## config.mk

```make
export PLATFORM = sky130hd
export DESIGN_NAME = arb2_rr_ctrl
export DESIGN_NICKNAME = d
export VERILOG_FILES = /design/src/rtl/arb_pkg.sv /design/src/rtl/arb2_rr_ctrl_mux2.sv /design/src/rtl/arb2_rr_ctrl.sv
export SDC_FILE = /design/constraint.sdc
export NUM_CORES = 1
export LEC_CHECK = 0
export CORE_MARGIN = 2
export CORE_UTILIZATION = 40
export DETAILED_ROUTE_END_ITERATION = 10
export PLACE_DENSITY = 0.82
export RECOVER_POWER = 100
export SYNTH_ARGS = -nofsm -noshare
export SYNTH_HDL_FRONTEND = slang
export SYNTH_SLANG_ARGS = --single-unit
```

## constraint.sdc

```tcl
create_clock -name clk -period 2.4 [get_ports clk]
set_input_delay 0.48 -clock clk [delete_from_list [all_inputs] [get_ports clk]]
set_output_delay 0.48 -clock clk [all_outputs]
set_load 0.01 [all_outputs]
```

## src/rtl/arb_pkg.sv

```systemverilog
// Shared types and helpers for the two-requester round-robin arbiter.
package arb_pkg;

  typedef enum logic [1:0] {
    IDLE  = 2'd0,
    HOLD0 = 2'd1,
    HOLD1 = 2'd2
  } arb_state_t;

  localparam logic SRC0 = 1'b0;
  localparam logic SRC1 = 1'b1;

  // One-hot grant from the two valids. tie_src picks the winner when both are up.
  function automatic logic [1:0] rr_pick(input logic [1:0] v, input logic tie_src);
    logic [1:0] g;
    g = 2'b00;
    case (v)
      2'b01:   g = 2'b01;
      2'b10:   g = 2'b10;
      2'b11:   g = tie_src ? 2'b10 : 2'b01;
      default: g = 2'b00;
    endcase
    return g;
  endfunction

endpackage

```

## src/rtl/arb2_rr_ctrl_mux2.sv

```systemverilog
// 2:1 data bus mux (mux2) used to steer the granted payload into the output stage.
module mux2 #(
  parameter int WIDTH = 8
) (
  input  logic [WIDTH-1:0] d0,
  input  logic [WIDTH-1:0] d1,
  input  logic             s,
  output logic [WIDTH-1:0] y
);

  assign y = s ? d1 : d0;

endmodule

```

## src/rtl/arb2_rr_ctrl.sv

```systemverilog
// Two-requester round-robin arbiter feeding one registered output stage.
// Optional macro ARB_BURST_EN: on ties, let a requester keep winning for up
// to MAX_BURST consecutive grants before handing over.
module arb2_rr_ctrl
  import arb_pkg::*;
#(
  parameter int WIDTH     = 8,
  parameter int MAX_BURST = 4
) (
  input  logic             clk,
  input  logic             reset_n,
  input  logic             req0_valid,
  input  logic [WIDTH-1:0] req0_data,
  output logic             req0_ready,
  input  logic             req1_valid,
  input  logic [WIDTH-1:0] req1_data,
  output logic             req1_ready,
  output logic             out_valid,
  output logic [WIDTH-1:0] out_data,
  output logic             out_src,
  input  logic             out_ready,
  output logic             mux_sel
);

  if (MAX_BURST < 2) begin : g_bad_burst
    $error("arb2_rr_ctrl: MAX_BURST must be at least 2");
  end

  arb_state_t       state;
  logic             last_src;
  logic             mux_sel_q;
  logic             can_accept;
  logic             tie_src;
  logic [1:0]       grant;
  logic             any_grant;
  logic             gnt_src;
  logic [WIDTH-1:0] mux_data;

  // state mirrors out_valid, so IDLE means the output register is free
  assign can_accept = (state == IDLE) || out_ready;

`ifdef ARB_BURST_EN
  localparam int BW = (MAX_BURST > 2) ? $clog2(MAX_BURST) : 1;
  localparam logic [BW-1:0] BURST_LIM = BW'(MAX_BURST - 1);

  logic [BW-1:0] burst_cnt;
  logic          streak;  // a grant has happened since reset, so last_src is real

  // stay with the current winner until its streak reaches the limit
  assign tie_src = (streak && (burst_cnt < BURST_LIM)) ? last_src : !last_src;

  // streak counter: same-source grants count up (saturating), a switch clears it
  always_ff @(posedge clk) begin
    if (!reset_n) begin
      burst_cnt <= '0;
      streak    <= 1'b0;
    end else if (any_grant) begin
      streak <= 1'b1;
      if (streak && (gnt_src == last_src)) begin
        if (burst_cnt != BURST_LIM) burst_cnt <= burst_cnt + 1'b1;
      end else begin
        burst_cnt <= '0;
      end
    end
  end
`else
  assign tie_src = !last_src;
`endif

  // grant only when the output stage can take a beat and we are out of reset
  always_comb begin
    grant = 2'b00;
    if (reset_n && can_accept) grant = rr_pick({req1_valid, req0_valid}, tie_src);
  end

  assign any_grant  = |grant;
  assign gnt_src    = grant[1];
  assign req0_ready = grant[0];
  assign req1_ready = grant[1];

  // hold the last select on idle cycles so the mux does not toggle needlessly
  assign mux_sel = any_grant ? gnt_src : mux_sel_q;

  mux2 #(.WIDTH(WIDTH)) u_mux (
    .d0 (req0_data),
    .d1 (req1_data),
    .s  (mux_sel),
    .y  (mux_data)
  );

  // output stage + FSM: refill on grant (drain and refill in one edge), else drain
  always_ff @(posedge clk) begin
    if (!reset_n) begin
      out_valid <= 1'b0;
      out_data  <= '0;
      out_src   <= SRC0;
      last_src  <= SRC1;
      mux_sel_q <= 1'b0;
      state     <= IDLE;
    end else if (any_grant) begin
      out_valid <= 1'b1;
      out_data  <= mux_data;
      out_src   <= gnt_src;
      last_src  <= gnt_src;
      mux_sel_q <= gnt_src;
      state     <= gnt_src ? HOLD1 : HOLD0;
    end else if (out_valid && out_ready) begin
      out_valid <= 1'b0;
      state     <= IDLE;
    end
  end

endmodule
```

=== After elaboration in Yosys (flattened, before gate mapping) ===
Index checks and enable logic that the tools add are counted.

* Flip-flop bits (word level): 14
* Bits of input ports: 21

* Eq/ne operators: 3
* Mux-type cells: 10
* Reduce and logical (&&, ||, !) cells: 6

{| class="wikitable"
|+ Operators by type and width
! kind !! number
|-
| $mux 2 || 5
|-
| $mux 8 || 1
|-
| $pmux 2 s3 || 1
|-
| $eq 2x2->1 const B || 2
|-
| $mux 1 || 3
|-
| $eq 2x1->1 const B || 1
|-
| $logic_and 1x1->1 || 2
|-
| $logic_not 2->1 || 1
|-
| $reduce_bool 2->1 || 1
|-
| $reduce_or 2->1 || 1
|-
| $logic_or 1x1->1 || 1
|}

=== Logic depth before layout (Yosys ltp) ===
Gate-level depths: netlist (run 1).

* Depth after elaboration: 7
* Mapped depth: 5

=== Hierarchy ===
A second synthesis (run 1) with hierarchy kept.

* Cell total of the unflattened synthesis: 74
* Area total of the unflattened synthesis: 708.2 µm²

{| class="wikitable"
|+ By module, submodules not included
! module !! instances !! cells an instance !! area each (µm²) !! seq. area each (µm²)
|-
| arb2_rr_ctrl || 1 || 65 || 576.8 || 280.3
|-
| mux2 || 1 || 9 || 131.4 || 0.0
|}

=== Least setup slack after synthesis (run 1) ===
OpenSTA, ideal clock, no wires.

* Path kind: in2out
* Start: in out_ready
* End: out mux_sel
* Arrival time: 1.030 ns
* Data required time: 1.920 ns
* Slack: 0.890 ns
* Stages: 3
* Path through: o21ba_2 > o21ai_4 > nand2_1

* Word-level cells in the longest chain between the ends: 5

{| class="wikitable"
|+ Ends and longest elaborated chain
! item !! line !! source
|-
| start, declared || arb2_rr_ctrl.sv:21 || <nowiki>input logic out_ready,</nowiki>
|-
| $logic_or 1x1->1 * || arb2_rr_ctrl.sv:40 || <nowiki>assign can_accept = (state == IDLE) || out_ready;</nowiki>
|-
| $logic_and 1x1->1 * || arb2_rr_ctrl.sv:73 || <nowiki>if (reset_n && can_accept) grant = rr_pick({req1_valid, req0_valid}, tie_src);</nowiki>
|-
| $mux 2 * || arb2_rr_ctrl.sv:73 ||
|-
| $reduce_or 2->1 || arb2_rr_ctrl.sv:76 || <nowiki>assign any_grant = |grant;</nowiki>
|-
| $mux 1 * || - ||
|-
| end, declared || arb2_rr_ctrl.sv:22 || <nowiki>output logic mux_sel</nowiki>
|}

Mark *: on every way between the ends. The rest lies on a longest branch, timed or not.

=== Worst setup path in the final report (run 1) ===
Same ends and word-level chain as after synthesis.

==> results.md, run 1 <==
* Status: complete, no violations
* Synth warn at 0
* Final nets at 143
* Worst-path cell chain: clkdlybuf4s50_1 > o21bai_2 > nand4_1 > clkbuf_1 > nand2_1 > dlygate4sd2_1
* CP Launch Point: out_ready
* Syn Area/Cell at 8.74 um^2
* Vias per Instance at 5.44
* Crit Path Class: input pin to output port
* Most area-hungry cell type in the Yosys netlist: dfxtp_1
* Final Hold Fails at 0
* Worst-Margin Slew at 0.510 ns
* Final GP Congestion at 0.784
* Reg2Reg Launch Point: state[1]$_SDFFE_PN0P_
* Vias in the first global route at 736
* Initial antenna violation count at 0
* Clock root buffer: clkbuf_4
* Input/output buffers at 33
* Worst-path maximum fanout at 4
* DR vias at 745
* Synthesized cell area at 629 um^2
* Die width at 43.7 um
* Max Slew Vio Count at 0
* CTS Buf Count at 3
* Clock transition at path regs at 0.08 ns
* P_int at 439 uW
* Req. time, crit path at 1.92 ns
* H-tree Lvls at 1
* Die area at 1910 um^2
* R2R Path End: out_data[4]$_SDFFE_PN0P_
* Reg area at 280 um^2
* Critical path capture point type: output port
* WL final at 1900 um
* Global-route wire length before repair at 3040 um
* Die Ht at 43.7 um
* WL/cell at 13.9 um
* Cell Rows at 14
* Post-route ant nets at 0
* Post-layout min period at 2.28 ns
* Top area cells in the synthesized netlist: dfxtp_1 (45%), o21ai_1 (9.5%), a31oi_1 (8.0%), nand3_1 (6.4%), o21ai_0 (4.8%)
* Most frequent cell after synthesis: dfxtp_1
* Layout Skew at 0.00613 ns
* Core ar. at 1490 um^2
* IR drop worst, VDD at 0.000417 V
* Hold Slack at 0.466 ns
* Slowest-stage cell, CP: clkdlybuf4s50_1
* Tot Pwr at 601 uW
* Worst hold path type: register to register
* Post-synth EDFFs at 0
* Initial core utilization at 42.3%
* Ys flop type: dfxtp_1
* Ratio of cells with drive above 1 in the final layout at 19.0%
* Hold path cells at 2
* Final worst-path cycle share at 94.8%
* Clock power frac at 28.4%
* RSZ-0062 raised after global routing: no
* Critical Path Sink: mux_sel
* Clock latency on the worst-skew pair at 0.28 ns
* Top post-synthesis cells by count: dfxtp_1 (14), o21ai_1 (12), a31oi_1 (8), nand3_1 (8), o21ai_0 (6)
* Total Routing Usage GR at 21.4%
* Switching fraction of total power at 26.9%
* R2r setup slk at 0.82 ns
* Largest net degree at the start of global routing at 17
* Antenna diodes at 0
* Syn nets at 93
* NetSw at 162 uW
* Fillers at 120
* PwrDens at 546 nW/um^2
* Leak Pwr at 0.000484 uW
* R2R cell count at 5
* CTS tree: done
* Register area share after synthesis at 44.5%
* Clock buffer depth at 2
* I/O pins at 34
* FMAX at 0.440 GHz
* FF+latch count, synth at 14
* P&R area growth vs syn at 74.8%
* Residual DRC at 0
* Slew margin rel. at 65.9%
* Gate power share at 27.3%
* 1st-iter DRT viols at 10
* Synth async-reset ratio at 0%
* Yosys cell types at 23
* Post-DP HPWL at 1310 um
* Share of the synthesized area in the top cell type at 44.5%
* Crit path DAT at 1.80 ns
* Multi-input logic area at 324 um^2
* Sequential share of power at 44.3%
* MaxCap Viol Count at 0
* DR pass1 iterations at 4
* # clock sinks at 14
* Final setup violation count at 0
* GRT overflow at 0
* CP peak stage delay at 0.44 ns
* Crit start category: input pin
* Syn Inst Count at 72
==> repair_timing <==
| item | CTS | global route |
|---|---|---|
| buffers inserted | 4 | 0 |
| setup endpoints to repair | 3 | 0 |
| hold buffers | 0 | 0 |
| gates resized for setup | 4 | 0 |
| hold endpoints to repair | 0 | 0 |
==> worst min-delay path by stage <==
| stage | startpoint | to | slack [ns] |
|---|---|---|---|
| after detailed placement | out_src$_SDFFE_PN0P_ | out_src$_SDFFE_PN0P_ | 0.44 |
| after global placement | out_src$_SDFFE_PN0P_ | out_src$_SDFFE_PN0P_ | 0.44 |
| after global routing | out_src$_SDFFE_PN0P_ | out_src$_SDFFE_PN0P_ | 0.50 |
| after floorplan | out_src$_SDFFE_PN0P_ | out_src$_SDFFE_PN0P_ | 0.47 |
| final | out_src$_SDFFE_PN0P_ | out_src$_SDFFE_PN0P_ | 0.47 |
| after CTS | out_src$_SDFFE_PN0P_ | out_src$_SDFFE_PN0P_ | 0.46 |
==> power groups by stage <==
stage | sequential, uW | combinational [uW] | clock (uW)
global placement | 271 | 166 | 0
CTS | 267 | 173 | 178
finish | 266 | 164 | 171
floorplan | 278 | 63.2 | 0
global route | 269 | 177 | 183
detailed placement | 272 | 168 | 0
==> cells in the final DEF (no fill, tap or decap), drive strengths merged <==
master / synthesis / final
clkdlybuf4s50: 0 / 19
o21ai: 19 / 19
dfxtp: 14 / 14
buf: 2 / 12
dlygate4sd3: 0 / 11
nand3: 8 / 8
a31oi: 8 / 8
clkbuf: 1 / 7
nand2: 5 / 5
dlygate4sd2: 0 / 3
nand2b: 2 / 2
a41o: 2 / 2
o21bai: 1 / 1
nand4: 1 / 1
clkinv: 0 / 1
inv: 2 / 1
o21ba: 1 / 1
a211oi: 1 / 1
o211ai: 1 / 1
and2: 1 / 1
nor2: 1 / 1
o21a: 1 / 1
a21boi: 1 / 1
==> layer usage <==
layer  global-route usage, %  wire length [um]  up-vias
met5                       0                 0        -
li1                        -                 -      371
met2                    35.0              1000       19
met4                    12.7                28        0
met3                    5.42                73        4
met1                    24.9               799      351
==> cells by family after synthesis <==
kind of cell | count (synthesis) | share of synthesized area (%)
flops | 14 | 44.5
compound gates | 35 | 36.6
simple gates | 18 | 15.1
buf+inv | 5 | 3.78
==> area by class of cell <==
class / count / share of cell area (%)
clock buffer: 4 / 3.30
tap: 16 / 1.82
sequential: 14 / 25.5
inverter: 2 / 0.683
multi-input combinational: 53 / 29.5
timing repair buffer: 48 / 39.2
==> through the flow <==
step / std cells / utilization [%] / cell area, um^2 / setup TNS, ns / setup WS [ns]
floorplan: 72 / - / 629 / 0 / 0.890
global placement: 129 / 70.3 / 1050 / -0.253 / -0.111
detailed placement: 129 / 70.3 / 1050 / -0.391 / -0.169
CTS: 137 / 74.7 / 1110 / 0 / 0.118
global route: 137 / 73.9 / 1100 / 0 / 0.0407
finish: 137 / 73.9 / 1100 / 0 / 0.125
==> registers in the layout, indices dropped and copies added (netlist names) <==
| signal | count |
|---|---|
| last_src | 1 |
| mux_sel_q | 1 |
| out_data | 8 |
| out_valid | 1 |
| out_src | 1 |
| state | 2 |
==> worst max-delay path: cells and delay by family <==
| family | cells | cell delay (ns) |
|---|---|---|
| AO/OA/AOI/OAI | 1 | 0.22 |
| buffers and inverters | 3 | 0.88 |
| AND/OR/NAND/NOR | 2 | 0.20 |
Power figures use the tool's default switching activity.
==> run 2: changes to the inputs <==
--- a/config.mk
+++ b/config.mk
@@ -8,6 +8,7 @@
 export CORE_MARGIN = 2
 export CORE_UTILIZATION = 40
 export DETAILED_ROUTE_END_ITERATION = 10
+export HOLD_SLACK_MARGIN = 0.03
 export PLACE_DENSITY = 0.82
 export RECOVER_POWER = 100
 export SYNTH_ARGS = -nofsm -noshare
==> constraint.sdc (replaced) <==
create_clock -name clk -period 2.4 [get_ports clk]
set_input_delay 0.36 -clock clk [delete_from_list [all_inputs] [get_ports clk]]
set_output_delay 0.36 -clock clk [all_outputs]
set_load 0.01 [all_outputs]
==> run 2 against run 1 <==
Setup slack lost 0.0081 ns. Combinational power shrank 7%. Fmax fell by 0.35%. Sequential power is essentially flat. Die area is the same. Critical path depth is 1 lower. Global-route usage fell by 1.4 points. Hold slack worse by 0.019 ns. Non-clock buffer count is 8 lower. Routed wire length down 14%. Power fell by 9.2%.
==> results.md, run 2 (same netlist as run 1, synthesis figures left out) <==
* 1st-iter DRT viols at 9
* Initial core utilization at 42.3%
* Reg2Reg Launch Point: state[1]$_SDFFE_PN0P_
* WL/cell at 12.9 um
* Status: complete, no violations
* Final setup violation count at 0
* Final GP Congestion at 0.741
* Clock power frac at 23.4%
* Total Routing Usage GR at 20.0%
* I/O pins at 34
* CP Launch Point: out_ready
* Vias per Instance at 5.44
* Post-layout min period at 2.28 ns
* P&R area growth vs syn at 63.0%
* Leak Pwr at 0.000438 uW
* Clock transition at path regs at 0.08 ns
* Critical Path Sink: req1_ready
* Worst-Margin Slew at 0.543 ns
* Final nets at 135
* R2R cell count at 4
* DP Area at 1020 um^2
* Max Slew Vio Count at 0
* Critical path capture point type: output port
* Core ar. at 1490 um^2
* H-tree Lvls at 1
* Cts hold-fix bufs at 0
* Cell Rows at 14
* Total negative slack at 0 ns
* Most flops, register: out_data
* Antenna diodes at 0
* # clock sinks at 14
* DR pass1 iterations at 4
* Die Ht at 43.7 um
* Commonest non-fill, non-tap cells in the layout: clkdlybuf4s50_1 (21), dfxtp_1 (14), dlygate4sd3_1 (12)
* Worst-path maximum fanout at 4
* Worst hold path type: register to register
* Post-DP HPWL at 1250 um
* Gate power share at 28.0%
* NetSw at 148 uW
* Layout Skew at 0.00352 ns
* R2R Path End: out_data[2]$_SDFFE_PN0P_
* Hold path cells at 2
* Final Cell Area at 1030 um^2
* WL final at 1650 um
* P_int at 397 uW
* Die area at 1910 um^2
* Top flop regs: out_data x8, state x2
* Input/output buffers at 33
* Final worst-path cycle share at 95.1%
* Clock latency on the worst-skew pair at 0.27 ns
* MaxCap Viol Count at 0
* GRT overflow at 0
* Ratio of cells with drive above 1 in the final layout at 12.5%
* Initial antenna violation count at 0
* Max FFs per register at 8
* IR drop worst, VDD at 0.000301 V
* Fillers at 121
* Vias in the first global route at 687
* Clock buffer depth at 2
* Largest net degree at the start of global routing at 17
* RSZ-0062 raised after global routing: no
* Crit Path Class: input pin to output port
* CTS Buf Count at 3
* Global-route wire length before repair at 2830 um
* FMAX at 0.438 GHz
* Clock root buffer: clkbuf_4
* DR vias at 696
* Final Hold Fails at 0
* Req. time, crit path at 2.04 ns
* Switching fraction of total power at 27.2%
* Post-CTS resize count at 0
* Most common cell after layout, fill and taps aside: clkdlybuf4s50_1
* Residual DRC at 0
* CTS tree: done
* Crit path DAT at 1.92 ns
* Sequential share of power at 48.6%
* PwrDens at 532 nW/um^2
* Postcts setup bufs at 0
* Post-layout util at 68.9%
* Die width at 43.7 um
* Post-route ant nets at 0
* Crit start category: input pin
* R2r setup slk at 0.91 ns
* Slew margin rel. at 63.8%
==> run 2: changes by cell type in the layout (fill, tap and decap cells not counted), sizes merged, moves of 2 or more <==
| cell | previous run | this run |
|---|---|---|
| dlygate4sd2 | 3 | 0 |
| clkbuf | 7 | 5 |
| clkdlybuf4s50 | 19 | 21 |
| buf | 12 | 5 |
==> run 2: final cells by class <==
cell class | count | area [um^2] | area share [%]
timing repair buffer | 40 | 375 | 36.6
multi-input combinational | 53 | 320 | 31.2
sequential | 14 | 280 | 27.3
clock buffer | 3 | 22.5 | 2.20
tap | 16 | 20.0 | 1.95
inverter | 2 | 7.51 | 0.732
==> run 2: layer usage <==
metal | wire, um | part of all wire [%] | GRT usage (%) | vias up
li1 | - | - | - | 355
met1 | 726 | 44 | 26.5 | 323
met2 | 819 | 50 | 30.9 | 16
met3 | 85 | 5.2 | 4.58 | 2
met4 | 13 | 0.79 | 9.09 | 0
met5 | 0 | 0 | 0 | -
==> run 2: how the worst min path moves through the flow <==
stage                                 endpoint            startpoint
after detailed placement  out_src$_SDFFE_PN0P_  out_src$_SDFFE_PN0P_
after floorplan           out_src$_SDFFE_PN0P_  out_src$_SDFFE_PN0P_
after CTS                 out_src$_SDFFE_PN0P_  out_src$_SDFFE_PN0P_
after global placement    out_src$_SDFFE_PN0P_  out_src$_SDFFE_PN0P_
after global routing      out_src$_SDFFE_PN0P_  out_src$_SDFFE_PN0P_
final                     out_src$_SDFFE_PN0P_  out_src$_SDFFE_PN0P_
==> run 2: power by group through the flow <==
stage | Sequential [uW] | Clock (uW) | Combinational (uW)
2_1_floorplan | 278 | 0 | 63.2
3_3_place_gp | 271 | 0 | 160
3_5_place_dp | 271 | 0 | 163
4_1_cts | 266 | 130 | 164
5_1_grt | 269 | 138 | 168
6_report | 265 | 128 | 153
==> run 2: worst max-delay path, stage by stage <==
cell and delay [ns]:
clkdlybuf4s50_1 0.50, o21bai_1 0.15, nand4_1 0.20, inv_2 0.10
dlygate4sd3_1 0.61
==> run 2: per-stage QoR <==
step | power, uW | instances | hold slack, ns | worst slack (ns)
floorplan | 341 | 72 | 0.473 | 1.12
global placement | 431 | 125 | 0.443 | 0.158
detailed placement | 434 | 125 | 0.441 | 0.124
CTS | 560 | 128 | 0.454 | 0.122
global route | 574 | 128 | 0.482 | 0.0493
finish | 546 | 128 | 0.447 | 0.117
==> run 3: changes to the inputs <==
--- a/config.mk
+++ b/config.mk
@@ -8,6 +8,7 @@
 export CORE_MARGIN = 2
 export CORE_UTILIZATION = 40
 export DETAILED_ROUTE_END_ITERATION = 10
+export GPL_TIMING_DRIVEN = 1
 export HOLD_SLACK_MARGIN = 0.03
 export PLACE_DENSITY = 0.82
 export RECOVER_POWER = 100
==> results of run 3 <==
Same layout as run 2: the final DEF is identical, and so are final timing and power.
